$ cat config.mk
export PLATFORM = sky130hd
export DESIGN_NAME = imm_decode_ctrl
export DESIGN_NICKNAME = d
export VERILOG_FILES = /design/src/rtl/imm_decode_ctrl_pkg.sv /design/src/rtl/imm_decode_ctrl_imm_gen.sv /design/src/rtl/imm_decode_ctrl.sv
export SDC_FILE = /design/constraint.sdc
export NUM_CORES = 1
export LEC_CHECK = 0
export BUFFER_PORTS_ARGS = -buffer_cell sky130_fd_sc_hd__buf_2
export CAP_MARGIN = 20
export CORE_MARGIN = 8
export CORE_UTILIZATION = 40
export CTS_CLUSTER_DIAMETER = 80
export CTS_CLUSTER_SIZE = 24
export DETAILED_ROUTE_END_ITERATION = 12
export PLACE_DENSITY_LB_ADDON = 0.12
export SLEW_MARGIN = 20
export SYNTH_ARGS = -nofsm -noshare
export SYNTH_HDL_FRONTEND = slang
export SYNTH_HIERARCHICAL = 1
export SYNTH_SLANG_ARGS = --single-unit
$ cat constraint.sdc
create_clock -name clk -period 10 [get_ports clk]
set_input_delay 3 -clock clk [delete_from_list [all_inputs] [get_ports clk]]
set_output_delay 3 -clock clk [all_outputs]
set_load 0.1 [all_outputs]
$ cat src/rtl/imm_decode_ctrl_pkg.sv
// ---------------------------------------------------------------------------
// imm_decode_ctrl_pkg
// Shared definitions for the decode-stage immediate controller:
//   - REG_LEN        : datapath / immediate width (only 32 is supported)
//   - imm_type_e     : select encoding for the shared immediate mux
//   - OPC_*          : RV32I major opcodes recognised by the classifier
//   - occ_state_e    : occupancy states of the 2-entry skid buffer
//   - entry_t        : one decoded buffer entry, plus its reset value
// ---------------------------------------------------------------------------
package imm_decode_ctrl_pkg;

    localparam int REG_LEN = 32;

    typedef enum logic [2:0] {
        IMM_J       = 3'b000,
        IMM_U       = 3'b001,
        IMM_B       = 3'b010,
        IMM_S       = 3'b011,
        IMM_I       = 3'b100,
        IMM_DEFAULT = 3'b101
    } imm_type_e;

    localparam logic [6:0] OPC_JAL    = 7'b1101111;
    localparam logic [6:0] OPC_LUI    = 7'b0110111;
    localparam logic [6:0] OPC_AUIPC  = 7'b0010111;
    localparam logic [6:0] OPC_BRANCH = 7'b1100011;
    localparam logic [6:0] OPC_STORE  = 7'b0100011;
    localparam logic [6:0] OPC_OPIMM  = 7'b0010011;
    localparam logic [6:0] OPC_LOAD   = 7'b0000011;
    localparam logic [6:0] OPC_JALR   = 7'b1100111;
    localparam logic [6:0] OPC_SYSTEM = 7'b1110011;
    localparam logic [6:0] OPC_OP     = 7'b0110011;

    typedef enum logic [1:0] {
        ST_EMPTY = 2'd0,
        ST_ONE   = 2'd1,
        ST_FULL  = 2'd2
    } occ_state_e;

    typedef struct packed {
        logic [REG_LEN-1:0] instr;
        imm_type_e          immType;
        logic               illegal;
        logic [REG_LEN-1:0] immJ;
        logic [REG_LEN-1:0] immU;
        logic [REG_LEN-1:0] immB;
        logic [REG_LEN-1:0] immS;
        logic [REG_LEN-1:0] immI;
    } entry_t;

    localparam entry_t ENTRY_RESET = '{
        instr:   '0,
        immType: IMM_DEFAULT,
        illegal: 1'b0,
        immJ:    '0,
        immU:    '0,
        immB:    '0,
        immS:    '0,
        immI:    '0
    };

endpackage

$ cat src/rtl/imm_decode_ctrl_imm_gen.sv
// ---------------------------------------------------------------------------
// imm_gen
// Purely combinational opcode classifier and immediate extractor for one
// RV32I instruction word.
// Ports:
//   instr_i     in  32  raw instruction word
//   immType_o   out  3  immediate mux select derived from the opcode
//   immJ_o..immI_o out 32 sign-extended J/U/B/S/I candidate immediates
//   illegal_o   out  1  opcode not recognised
// ---------------------------------------------------------------------------
module imm_gen
    import imm_decode_ctrl_pkg::*;
(
    input  logic [REG_LEN-1:0] instr_i,
    output imm_type_e          immType_o,
    output logic [REG_LEN-1:0] immJ_o,
    output logic [REG_LEN-1:0] immU_o,
    output logic [REG_LEN-1:0] immB_o,
    output logic [REG_LEN-1:0] immS_o,
    output logic [REG_LEN-1:0] immI_o,
    output logic               illegal_o
);

    // Opcode classification; R-type (OP) is legal but carries no immediate,
    // so it shares the NONE select with unrecognised opcodes.
    always_comb begin
        immType_o = IMM_DEFAULT;
        illegal_o = 1'b0;
        case (instr_i[6:0])
            OPC_JAL:                       immType_o = IMM_J;
            OPC_LUI, OPC_AUIPC:            immType_o = IMM_U;
            OPC_BRANCH:                    immType_o = IMM_B;
            OPC_STORE:                     immType_o = IMM_S;
            OPC_OPIMM, OPC_LOAD, OPC_JALR,
            OPC_SYSTEM:                    immType_o = IMM_I;
            OPC_OP:                        immType_o = IMM_DEFAULT;
            default:                       illegal_o = 1'b1;
        endcase
    end

    // All candidates are always extracted; the mux select picks one later.
    assign immI_o = {{20{instr_i[31]}}, instr_i[31:20]};
    assign immS_o = {{20{instr_i[31]}}, instr_i[31:25], instr_i[11:7]};
    assign immB_o = {{19{instr_i[31]}}, instr_i[31], instr_i[7],
                     instr_i[30:25], instr_i[11:8], 1'b0};
    assign immU_o = {instr_i[31:12], 12'b0};
    assign immJ_o = {{11{instr_i[31]}}, instr_i[31], instr_i[19:12],
                     instr_i[20], instr_i[30:21], 1'b0};

endmodule

$ cat src/rtl/imm_decode_ctrl.sv
// ---------------------------------------------------------------------------
// imm_decode_ctrl
// Decode-stage controller: classifies each fetched RV32I instruction, extracts
// its candidate immediates and holds the decoded entry in a 2-entry skid
// buffer with valid/ready handshakes on both sides and a pipeline flush.
// Optional feature macro: IMM_STATS_EN (adds the illegal_cnt port).
// Ports:
//   clk, rst              clock, synchronous active-high reset
//   in_valid/in_ready     fetch-side handshake, in_instr payload
//   flush                 synchronous pipeline flush
//   out_valid/out_ready   execute-side handshake
//   out_instr, out_imm_type, out_imm_J/U/B/S/I, out_illegal  head entry
//   illegal_cnt           saturating count of illegal pushes (IMM_STATS_EN)
// ---------------------------------------------------------------------------
module imm_decode_ctrl
    import imm_decode_ctrl_pkg::*;
#(
    parameter int DEPTH = 2
) (
    input  logic               clk,
    input  logic               rst,
    input  logic               in_valid,
    output logic               in_ready,
    input  logic [REG_LEN-1:0] in_instr,
    input  logic               flush,
    output logic               out_valid,
    input  logic               out_ready,
    output logic [REG_LEN-1:0] out_instr,
    output logic [2:0]         out_imm_type,
    output logic [REG_LEN-1:0] out_imm_J,
    output logic [REG_LEN-1:0] out_imm_U,
    output logic [REG_LEN-1:0] out_imm_B,
    output logic [REG_LEN-1:0] out_imm_S,
    output logic [REG_LEN-1:0] out_imm_I,
    output logic               out_illegal
`ifdef IMM_STATS_EN
    ,
    output logic [15:0]        illegal_cnt
`endif
);

    if (DEPTH != 2 || REG_LEN != 32) begin : g_badConfig
        $error("imm_decode_ctrl supports only DEPTH=2 and REG_LEN=32");
    end

    occ_state_e state_q, state_d;
    entry_t     mem_q [2];
    entry_t     newEntry;
    entry_t     headEntry;
    logic       wrPtr_q, rdPtr_q;
    logic       push, pop;

    imm_gen u_immGen (
        .instr_i   (in_instr),
        .immType_o (newEntry.immType),
        .immJ_o    (newEntry.immJ),
        .immU_o    (newEntry.immU),
        .immB_o    (newEntry.immB),
        .immS_o    (newEntry.immS),
        .immI_o    (newEntry.immI),
        .illegal_o (newEntry.illegal)
    );
    assign newEntry.instr = in_instr;

    // Handshake flags depend only on registered occupancy (rst just masks
    // in_ready so fetch sees no room while the buffer is being cleared).
    assign in_ready  = (state_q != ST_FULL) && !rst;
    assign out_valid = (state_q != ST_EMPTY);
    assign push      = in_valid && in_ready;
    assign pop       = out_valid && out_ready;

    // Occupancy state register.
    always_ff @(posedge clk) begin
        if (rst) state_q <= ST_EMPTY;
        else     state_q <= state_d;
    end

    // Occupancy next-state; flush overrides any same-cycle push/pop.
    always_comb begin
        state_d = state_q;
        if (flush) begin
            state_d = ST_EMPTY;
        end else begin
            case (state_q)
                ST_EMPTY: if (push) state_d = ST_ONE;
                ST_ONE: begin
                    if (push && !pop)      state_d = ST_FULL;
                    else if (pop && !push) state_d = ST_EMPTY;
                end
                ST_FULL:  if (pop) state_d = ST_ONE;
                default:  state_d = ST_EMPTY;
            endcase
        end
    end

    // Entry storage and 1-bit wrapping pointers. Clearing the storage on
    // rst/flush is what makes the idle outputs fall back to reset values.
    always_ff @(posedge clk) begin
        if (rst || flush) begin
            mem_q[0] <= ENTRY_RESET;
            mem_q[1] <= ENTRY_RESET;
            wrPtr_q  <= 1'b0;
            rdPtr_q  <= 1'b0;
        end else begin
            if (push) begin
                mem_q[wrPtr_q] <= newEntry;
                wrPtr_q        <= ~wrPtr_q;
            end
            if (pop) begin
                rdPtr_q <= ~rdPtr_q;
            end
        end
    end

    // When empty, the slot behind the read pointer is the entry that was
    // popped last, so showing it keeps the outputs holding their last value.
    assign headEntry = (state_q == ST_EMPTY) ? mem_q[~rdPtr_q] : mem_q[rdPtr_q];

    assign out_instr    = headEntry.instr;
    assign out_imm_type = headEntry.immType;
    assign out_imm_J    = headEntry.immJ;
    assign out_imm_U    = headEntry.immU;
    assign out_imm_B    = headEntry.immB;
    assign out_imm_S    = headEntry.immS;
    assign out_imm_I    = headEntry.immI;
    assign out_illegal  = headEntry.illegal;

`ifdef IMM_STATS_EN
    logic [15:0] illegalCnt_q;

    // Saturating illegal-push counter; survives flush, cleared only by rst.
    always_ff @(posedge clk) begin
        if (rst) begin
            illegalCnt_q <= '0;
        end else if (push && !flush && newEntry.illegal &&
                     illegalCnt_q != 16'hFFFF) begin
            illegalCnt_q <= illegalCnt_q + 16'd1;
        end
    end

    assign illegal_cnt = illegalCnt_q;
`endif

endmodule

==> impl_results.rst <==
.. list-table::
   :header-rows: 1

   * - Metric
     - Value
   * - Shortest clock period the worst path allows after layout
     - 6.66 ns
   * - Number of global-route vias before repair
     - 10,027
   * - Pre-antenna DRT Iters
     - 5
   * - Setup crit start kind
     - input port
   * - Commonest register cell after synthesis
     - sky130_fd_sc_hd__edfxtp_1
   * - Number of antenna-violating nets in the routed design
     - 0
   * - Fmax achieved
     - 0.150 GHz
   * - Routed vias
     - 10,085
   * - Cts repair resizes
     - 0
   * - Cell area after synthesis
     - 0.0186 mm2
   * - Net count of the finished layout
     - 1,361
   * - CTS tree
     - done
   * - Num ports
     - 235
   * - Number of antenna violations at the first check in global routing
     - 2
   * - Detailed Route WL
     - 43,500 um
   * - Required time of the critical path
     - 7.00 ns
   * - Area of the core region
     - 0.0462 mm2
   * - Clock latency at the later pin of the worst-skew pair
     - 0.56 ns
   * - Number of max-slew violations in the final report
     - 0
   * - Unrepaired setup endpoints after global routing
     - false
   * - FF+latch count, synth
     - 397
   * - MaxCap Viol Count
     - 0
   * - Clock buffer count from CTS
     - 25
   * - Cell chain of the critical path
     - buf_2 > nor2_1 > buf_2
   * - Final design utilization
     - 43.0%
   * - Final cell area excluding filler cells
     - 0.0199 mm2
   * - Count of mapped cells out of synthesis
     - 1,300
   * - Status
     - completed
   * - DR WL/cell
     - 22.3 um
   * - Post-CTS Repair Setup Buffers
     - 0
   * - Post-synth top area share
     - 63.4%
   * - Async SR Flop Fraction
     - 0%
   * - Setup Crit Path Kind
     - input port to output port
   * - Min-delay worst type
     - register to register
   * - Starting density of the core
     - 40.2%
   * - Count of standard-cell rows
     - 79
   * - Most Frequent Cell on Critical Path
     - sky130_fd_sc_hd__buf_2
   * - Sum of negative setup slack
     - 0 ns
   * - Final cycle utilization of the critical path
     - 66.6%
   * - Cell area reported after detailed placement
     - 0.0190 mm2
   * - Number of buffers inserted by hold repair at cts
     - 0
   * - Number of failing setup endpoints in the final timing report
     - 0
   * - Power per Cell Area
     - 196 mW/mm2
   * - Number of distinct standard cells referenced by the synthesized netlist
     - 38
   * - Most numerous cell in the Yosys netlist
     - sky130_fd_sc_hd__edfxtp_1
   * - Bufs on Longest Clock Path
     - 3
   * - Number of warnings reported in the yosys synthesis log
     - 6
   * - Leakage power total
     - 0.00954 uW
   * - Critical path buffers and inverters
     - 2
   * - Kind of cell adding the most delay to the critical path
     - buffers and inverters
   * - Avg Inst Size Synth
     - 14.3 um2
   * - Yosys top cell by area
     - sky130_fd_sc_hd__edfxtp_1
   * - Peak per-stage delay on the critical path
     - 0.43 ns
   * - Number of I/O port buffers
     - 234
   * - Max transition margin
     - 24.4%
   * - Total DRC errors in the routed layout
     - 0
   * - Total overflow reported by the global router
     - 0
   * - Number of enable flip-flop cells after synthesis
     - 392
   * - Layout overhead on the synthesized area
     - 6.93%
   * - Die footprint
     - 0.0536 mm2
   * - Global-route wire length before repair
     - 64,700 um
   * - Most used standard cells in the synthesized netlist
     - sky130_fd_sc_hd__edfxtp_1 (392), sky130_fd_sc_hd__and3_1 (388), sky130_fd_sc_hd__buf_4 (162), sky130_fd_sc_hd__mux2_1 (140), sky130_fd_sc_hd__clkbuf_1 (74)
   * - Share of post-route cells with drive strength above 1
     - 26.3%
   * - Buffer type at the clock tree root
     - sky130_fd_sc_hd__clkbuf_16
   * - Number of sinks handled by clock tree synthesis
     - 397
   * - Die extent in x
     - 231 um
   * - CTS HTree Levels
     - 1
   * - Sequential element share of the synthesized area
     - 63.9%
   * - Overall global routing resource usage
     - 15.5%
   * - Count of cell instances traversed by the critical path
     - 3
   * - Via count normalized by instance count
     - 5.18
   * - Final GP Congestion
     - 0.687
   * - Cell at the slowest stage of the critical path
     - sky130_fd_sc_hd__buf_2
   * - Dpl ws
     - 3.33 ns
   * - Iteration-0 DRC count of the detailed router
     - 873
   * - Capturing element type of the critical path
     - output port
   * - Post-Route Skew
     - 0.0156 ns
   * - Overall die height
     - 231 um
   * - Hold violation total from the final report
     - 0
   * - Slew at the pin closest to its max-slew limit
     - 1.13 ns
   * - Top cells by area, synth
     - sky130_fd_sc_hd__edfxtp_1 (63%), sky130_fd_sc_hd__and3_1 (13%), sky130_fd_sc_hd__mux2_1 (8.5%)
   * - CP Data Arrival Time
     - 3.66 ns
   * - Worst hold path depth
     - 2
   * - Worst reg-to-reg path cell count
     - 5
   * - Maximum fanout along the worst path
     - 4
   * - Fin worst setup slack
     - 3.34 ns
   * - Worst setup slack for register-to-register paths
     - 6.48 ns
   * - Post-DP HPWL
     - 23,800 um
   * - Maximum number of pins on one net before global-route repair
     - 150
   * - Maximum VDD drop
     - 0.104 mV
   * - Worst-path clk slew
     - 0.09 ns
final cells by class:
cell class / count / area (um2)
well taps: 607 / 759
diodes: 1 / 2.50
fillers: 4213 / 26300
flip-flops and latches: 397 / 11900
repair buffers: 251 / 1350
multi-input cells: 647 / 5030
clock inverters: 16 / 210
clock buffers: 25 / 626
inverters: 2 / 7.51
through the flow:
| step | cells | hold WS (ns) | total power, uW |
|---|---|---|---|
| finish | 1946 | 0.550 | 3890 |
| global route | 1945 | 0.573 | 4030 |
| CTS | 1944 | 0.547 | 3950 |
| detailed placement | 1903 | 0.525 | 2810 |
| global placement | 1903 | 0.514 | 2810 |
| floorplan | 1313 | 0.496 | 2700 |
power by group:
group	switching (uW)	total, uW	internal, uW	leakage [uW]
registers	19.5	1940	1920	0.00443
logic	698	827	129	0.00470
clock network	593	1130	533	0.000406
total	1310	3890	2580	0.00954
placed cells by master, fill, tap and decap left out, drive strengths merged, types with 3 or more instances in the layout:
cell      n
a21oi     3
and3    388
buf     251
clkbuf   25
clkinv    7
conb     14
dfxtp     5
edfxtp  392
inv       9
mux2    196
nand2     4
nor2      7
nor3      3
or2       4
or3       5
worst reg2reg max path, delay by kind of cell, from the launching register on:
kind,cells,cell delay (ns)
buffers and inverters,2,1.56
and+or+nand+nor,2,0.39
DFF,1,0.39
AOI/OAI and AO/OA,1,0.75
registers in the layout, indices dropped and copies added, names as in the netlist, named ones only:
signal / count
rdPtr_q: 1
mem_q: 392
state_q: 2
wrPtr_q: 1
per-layer routing:
layer / global-route usage, % / share of wire [%]
met2: 24.9 / 48
met1: 21.7 / 45
met5: 0 / 0
met3: 3.00 / 5.4
met4: 3.33 / 1.6
cells by family after synthesis:
logic type,synth area share [%]
buffers and inverters,9.45
other,0.0202
XOR/XNOR,0.0472
flip-flops,63.9
AND/OR/NAND/NOR,14.0
AO/OA/AOI/OAI,0.526
multiplexers,12.0
final timing paths:
kind,startpoint,end
hold reg to reg,rdPtr_q$_SDFFE_PP0P_,register
setup / recovery,rst,in_ready
setup reg to reg,state_q[1]$_SDFFE_PP0P_,mem_q[1][99]$_SDFFCE_PN0P_
hold / removal,rdPtr_q$_SDFFE_PP0P_,register
Note: power is estimated with default switching activity, not from simulation.
